===== src/rtl/avalon_st_pkg.sv =====
// Shared Avalon-ST width adapter types and lane ordering helper.
// Lane 0 is the least-significant OUT_WIDTH slice of the wide word.
package avalon_st_pkg;

  typedef enum logic {IDLE, BUSY} dsz_state_t;

  // Maps emission position k onto the physical lane it comes from.
  function automatic int lane_index(input int k, input int ratio, input bit msb_first);
    return msb_first ? (ratio - 1 - k) : k;
  endfunction

endpackage


===== src/rtl/avalon_st_lane_mux.sv =====
// Pure combinational lane select: picks the OUT_WIDTH slice that is emitted at position idx.
module avalon_st_lane_mux
  import avalon_st_pkg::*;
#(
  parameter int IN_WIDTH  = 16,
  parameter int OUT_WIDTH = 8,
  parameter bit MSB_FIRST = 1'b1,
  localparam int RATIO    = IN_WIDTH / OUT_WIDTH,
  localparam int IDX_W    = $clog2(RATIO) + 1
) (
  input  logic [IN_WIDTH-1:0]  data,
  input  logic [IDX_W-1:0]     idx,
  output logic [OUT_WIDTH-1:0] lane
);

  int sel;

  always_comb begin
    lane = '0;
    sel  = lane_index(int'(idx), RATIO, MSB_FIRST);
    for (int i = 0; i < RATIO; i++) begin
      if (sel == i) lane = data[i*OUT_WIDTH +: OUT_WIDTH];
    end
  end

endmodule


===== src/rtl/avalon_st_width_downsizer.sv =====
// Wide-to-narrow Avalon-ST adapter: one IN_WIDTH word becomes up to RATIO beats, first beat the
// cycle after acceptance; the next word loads on the edge that consumes the last beat.
module avalon_st_width_downsizer
  import avalon_st_pkg::*;
#(
  parameter int IN_WIDTH  = 16,
  parameter int OUT_WIDTH = 8,
  parameter bit MSB_FIRST = 1'b1,
  localparam int RATIO    = IN_WIDTH / OUT_WIDTH,
  localparam int EMPTY_W  = $clog2(RATIO)
) (
  input  logic                 clock,
  input  logic                 reset,
  output logic                 in_ready,
  input  logic                 in_valid,
  input  logic [IN_WIDTH-1:0]  in_data,
  input  logic                 in_sop,
  input  logic                 in_eop,
  input  logic [EMPTY_W-1:0]   in_empty,
  input  logic                 out_ready,
  output logic                 out_valid,
  output logic [OUT_WIDTH-1:0] out_data,
  output logic                 out_sop,
  output logic                 out_eop
);

  localparam int            CW      = EMPTY_W + 1;
  localparam logic [CW-1:0] RATIO_C = CW'(RATIO);

  dsz_state_t           state, state_nxt;
  logic [CW-1:0]        k, k_nxt, n, n_load, empty_ext;
  logic [IN_WIDTH-1:0]  hold_data;
  logic                 hold_sop, hold_eop;
  logic                 busy, last, load;
  logic [OUT_WIDTH-1:0] lane_dat;

  assign busy      = (state == BUSY);
  assign last      = busy && (k == n - CW'(1));
  assign empty_ext = CW'(in_empty);

  // Illegal empty counts collapse to a single beat rather than an empty word.
  always_comb begin
    n_load = RATIO_C;
    if (in_eop) begin
      n_load = (empty_ext >= RATIO_C) ? CW'(1) : (RATIO_C - empty_ext);
    end
  end

  assign in_ready  = !reset && (!busy || (last && out_ready));
  assign out_valid = busy;
  assign out_data  = busy ? lane_dat : '0;
  assign out_sop   = busy && hold_sop && (k == '0);
  assign out_eop   = last && hold_eop;

  always_comb begin
    state_nxt = state;
    k_nxt     = k;
    load      = 1'b0;
    case (state)
      IDLE: begin
        if (in_valid && in_ready) begin
          load      = 1'b1;
          state_nxt = BUSY;
        end
      end
      BUSY: begin
        if (out_ready) begin
          if (!last)                      k_nxt     = k + CW'(1);
          else if (in_valid && in_ready)  load      = 1'b1;
          else                            state_nxt = IDLE;
        end
      end
    endcase
    if (load) k_nxt = '0;
  end

  always_ff @(posedge clock) begin
    if (reset) begin
      state     <= IDLE;
      k         <= '0;
      n         <= '0;
      hold_data <= '0;
      hold_sop  <= 1'b0;
      hold_eop  <= 1'b0;
    end else begin
      state <= state_nxt;
      k     <= k_nxt;
      if (load) begin
        hold_data <= in_data;
        hold_sop  <= in_sop;
        hold_eop  <= in_eop;
        n         <= n_load;
      end
    end
  end

  avalon_st_lane_mux #(
    .IN_WIDTH  (IN_WIDTH),
    .OUT_WIDTH (OUT_WIDTH),
    .MSB_FIRST (MSB_FIRST)
  ) u_lane_mux (
    .data (hold_data),
    .idx  (k),
    .lane (lane_dat)
  );

  a_empty_legal: assert property (@(posedge clock) disable iff (reset)
    (in_valid && in_ready && in_eop) |-> (empty_ext < RATIO_C));

endmodule


===== config.mk =====
export PLATFORM = sky130hd
export DESIGN_NAME = avalon_st_width_downsizer
export DESIGN_NICKNAME = d
export VERILOG_FILES = /design/src/rtl/avalon_st_pkg.sv /design/src/rtl/avalon_st_lane_mux.sv /design/src/rtl/avalon_st_width_downsizer.sv
export SDC_FILE = /design/constraint.sdc
export NUM_CORES = 1
export LEC_CHECK = 0
export CAP_MARGIN = 15
export CORE_ASPECT_RATIO = 1.25
export CORE_MARGIN = 2
export CORE_UTILIZATION = 51
export DETAILED_ROUTE_END_ITERATION = 7
export PLACE_DENSITY = 0.92
export SLEW_MARGIN = 5
export SYNTH_ARGS = -nofsm -noshare
export SYNTH_HDL_FRONTEND = slang
export SYNTH_SLANG_ARGS = --single-unit

===== constraint.sdc =====
create_clock -name clock -period 4.72 [get_ports clock]
set_input_delay 0.472 -clock clock [delete_from_list [all_inputs] [get_ports clock]]
set_output_delay 0.472 -clock clock [all_outputs]
set_load 0.02 [all_outputs]

==> key figures <==
Finish
  – Layout Area Growth over Synthesis: 26.7%
  – Share of cells above drive strength 1: 4.40%
  – Most frequent cells in the layout: nand2b_1, clkdlybuf4s50_1, dfxtp_1, nand2_1, mux2i_1
  – Cell area after layout: 0.00169 mm^2
  – # nets final: 208
  – Most common cell after layout, fill and taps aside: nand2b_1
  – Diode count: 0

Die
  – Site Rows: 20
  – Die width: roughly 50 um
  – IO Count: 35
  – Die H: 61.2 um
  – Die ar.: slightly above 0.003 mm^2
  – Core ar.: 0.00245 mm^2
  – Initial core utilization: 54.3%

Run status
  – Status: complete, no violations

Power and ir drop
  – Combinational fraction of design power: between 20 and 25%
  – P_sw: 0.000106 W
  – Reg power frac: 54.8%
  – VDD IR max: 0.157 mV
  – Share of power burned in the clock network: 23.0%
  – Power Total: 0.000397 W
  – Leakage: 0.666 nW
  – Int Pwr: 0.000290 W
  – Switching Fraction: 26.8%
  – Pwr per Cell Area: 235 mW/mm^2

Global route
  – Initial antenna violation count: 0
  – Vias in the first global route: 1,097
  – Gr ovfl total: 0
  – Met2 usage: between 30 and 40%
  – First-pass GRT wire length: 4620 um
  – GR Util met1: 21.5%
  – Largest net degree at the start of global routing: 45
  – GR Util All Layers: 20.1%
  – GRT busiest layer: met2
  – Met3 usage: 2.91%

Yosys
  – Syn Inst Count: 154
  – Mapped Area: approximately 0.0013 mm^2
  – Synth cell types: 27
  – Synth Warn #: 0
  – Syn nets: 179
  – Main combinational cell family by area after synthesis: simple AND/OR/NAND/NOR gates
  – Syn Area/Cell: around 8.7 um^2
  – Sequential-to-total area share from yosys stat: 34.6%
  – Mux contribution to synthesized area: 16.2%
  – Synth Area in XOR/XNOR: 1.22%
  – Post-Synth Simple-Gate Area: about a third
  – Compound-Gate Fraction of Synth Area: 8.17%
  – #FFs+latches synth: 23
  – Area share of fa/ha/maj cells after synthesis: 1.88%

Drt
  – DR DRC count: 0
  – DRT Wirelength: 2740 um
  – DR pass1 iterations: 4
  – Avg WL per Cell: 12.7 um
  – Antenna-violating nets left: 0
  – Vias: 1,109
  – Post-DR vias/cell: 5.16
  – DRT iter0 DRCs: 17

Setup path
  – Register-to-Register Path Depth: 4
  – Worst Setup End Kind: output pin
  – WP data required: 4250 ps
  – Crit start category: input pin
  – Worst R2R End: n[1]$_SDFFE_PP0P_
  – Arr. time, crit path: 2490 ps
  – Start of the worst register-to-register path: n[1]$_SDFFE_PP0P_
  – Worst setup path class: in -> out
  – CP max FO: 44
  – R2R setup slack: 2620 ps

Run
  – Number of max-cap violations: 0

Clock network
  – Num CTS Buffers: 3
  – CTS tree: done
  – Clock Latency Late Sink: between 300 and 400 ps
  – Resize count post-CTS: 0
  – Clock transition at the registers of the reported paths: 120 ps
  – CTS max path bufs: 2
  – CTS Sinks: 23
  – # H-tree levels: 1
  – CTS root buffer: clkbuf_4
  – Hold_buf cts: 0
  – Setup Buffers After CTS: 0

Placement
  – Routability cong.: 0.743
  – DP HPWL: 2010 um
  – Port bufs: 34
  – DP Area: 0.00166 mm^2

STA
  – Final clock skew: 3.19 ps
  – Worst Tran Pin Value: approximately 1100 ps
  – Min cycle time layout: between 2000 and 3000 ps
  – Endpoints failing setup: 0
  – Period utilization: 62.8%
  – WHS: 486 ps
  – Relative slew margins: 27.7%
  – Final Hold Vio Count: 0
  – Fin. max-slew vios: 0
  – Fmax: 337 MHz
  – Setup TNS Final: 0 ps
  – RSZ-0062 raised after global routing: false

Worst hold path
  – Hold EP: hold_sop$_SDFFE_PP0P_
  – Worst hold path startpoint: hold_sop$_SDFFE_PP0P_
  – Hold crit path type: reg -> reg
  – Hold depth: 2
[power groups by stage]
stage	combinational [W]	clock (W)	sequential [W]
6_report	0.0000881	0.0000912	0.000217
5_1_grt	0.0000958	0.000104	0.000220
4_1_cts	0.0000889	0.0000941	0.000217
3_5_place_dp	0.0000886	0	0.000222
3_3_place_gp	0.0000854	0	0.000220
2_1_floorplan	0.0000558	0	0.000219
[through the flow]
stage	worst slack [ps]	util [%]	instances
floorplan	2880	-	154
global placement	1860	67.8	211
detailed placement	1770	67.8	211
CTS	1750	68.8	215
global route	1570	68.8	215
finish	1760	68.8	215
[routing by layer]
metal	vias up	share of wire [%]
li1	563	-
met1	515	43
met2	27	52
met3	4	4.0
met4	0	1.2
met5	-	0
[worst max-delay path, stage by stage]
cell	delay, ps
clkdlybuf4s50_1	980
a21oi_1	380
clkdlybuf4s50_1	650
[synth_stat cells]
cell type	instances	area, um^2
a21boi_0	1	7.51
a21oi_1	2	10.0
a2bb2oi_1	1	8.76
a311oi_1	1	8.76
a31oi_4	1	21.3
and2_1	9	56.3
and3_1	2	12.5
buf_1	1	3.75
buf_6	2	22.5
clkbuf_1	7	26.3
dfxtp_1	23	460
ha_1	2	25.0
inv_1	3	11.3
mux2_2	1	11.3
mux2i_1	19	190
mux2i_2	1	13.8
nand2_1	20	75.1
nand2b_1	39	244
nand3_1	1	5.00
nand3b_1	2	15.0
nor2_1	2	7.51
nor2b_1	1	6.26
nor3b_2	1	12.5
nor4b_1	1	8.76
o211ai_1	1	7.51
o21ai_0	9	45.0
xnor2_2	1	16.3
[worst max path at each step]
| stage | cells past startpoint | slack [ps] | to | startpoint |
|---|---|---|---|---|
| final | 3 | 1760 | in_ready | reset |
| after global placement | 3 | 1860 | in_ready | reset |
| after CTS | 3 | 1750 | in_ready | reset |
| after detailed placement | 3 | 1770 | in_ready | reset |
| after floorplan | 4 | 2880 | in_ready | n[1]$_SDFFE_PP0P_ |
| after global routing | 3 | 1570 | in_ready | reset |
[cells by family after synthesis]
family	count (synthesis)
adder cells (fa/ha/maj)	2
AND/OR/NAND/NOR	78
multiplexers	21
buffers and inverters	13
flip-flops	23
XOR/XNOR	1
AO/OA/AOI/OAI	16
[final cells by class]
type	instances	area (um^2)
inverters	3	11.3
repair buffers	34	340
clock buffers	4	26.3
well taps	33	41.3
multi-input cells	118	808
fillers	228	764
flip-flops and latches	23	460
[state kept, by name (all words and copies together) (netlist names)]
register,flops
out_valid,1
hold_data,16
k,2
hold_eop,1
hold_sop,1
n,2
No activity file was read; power rests on OpenSTA's default activity.
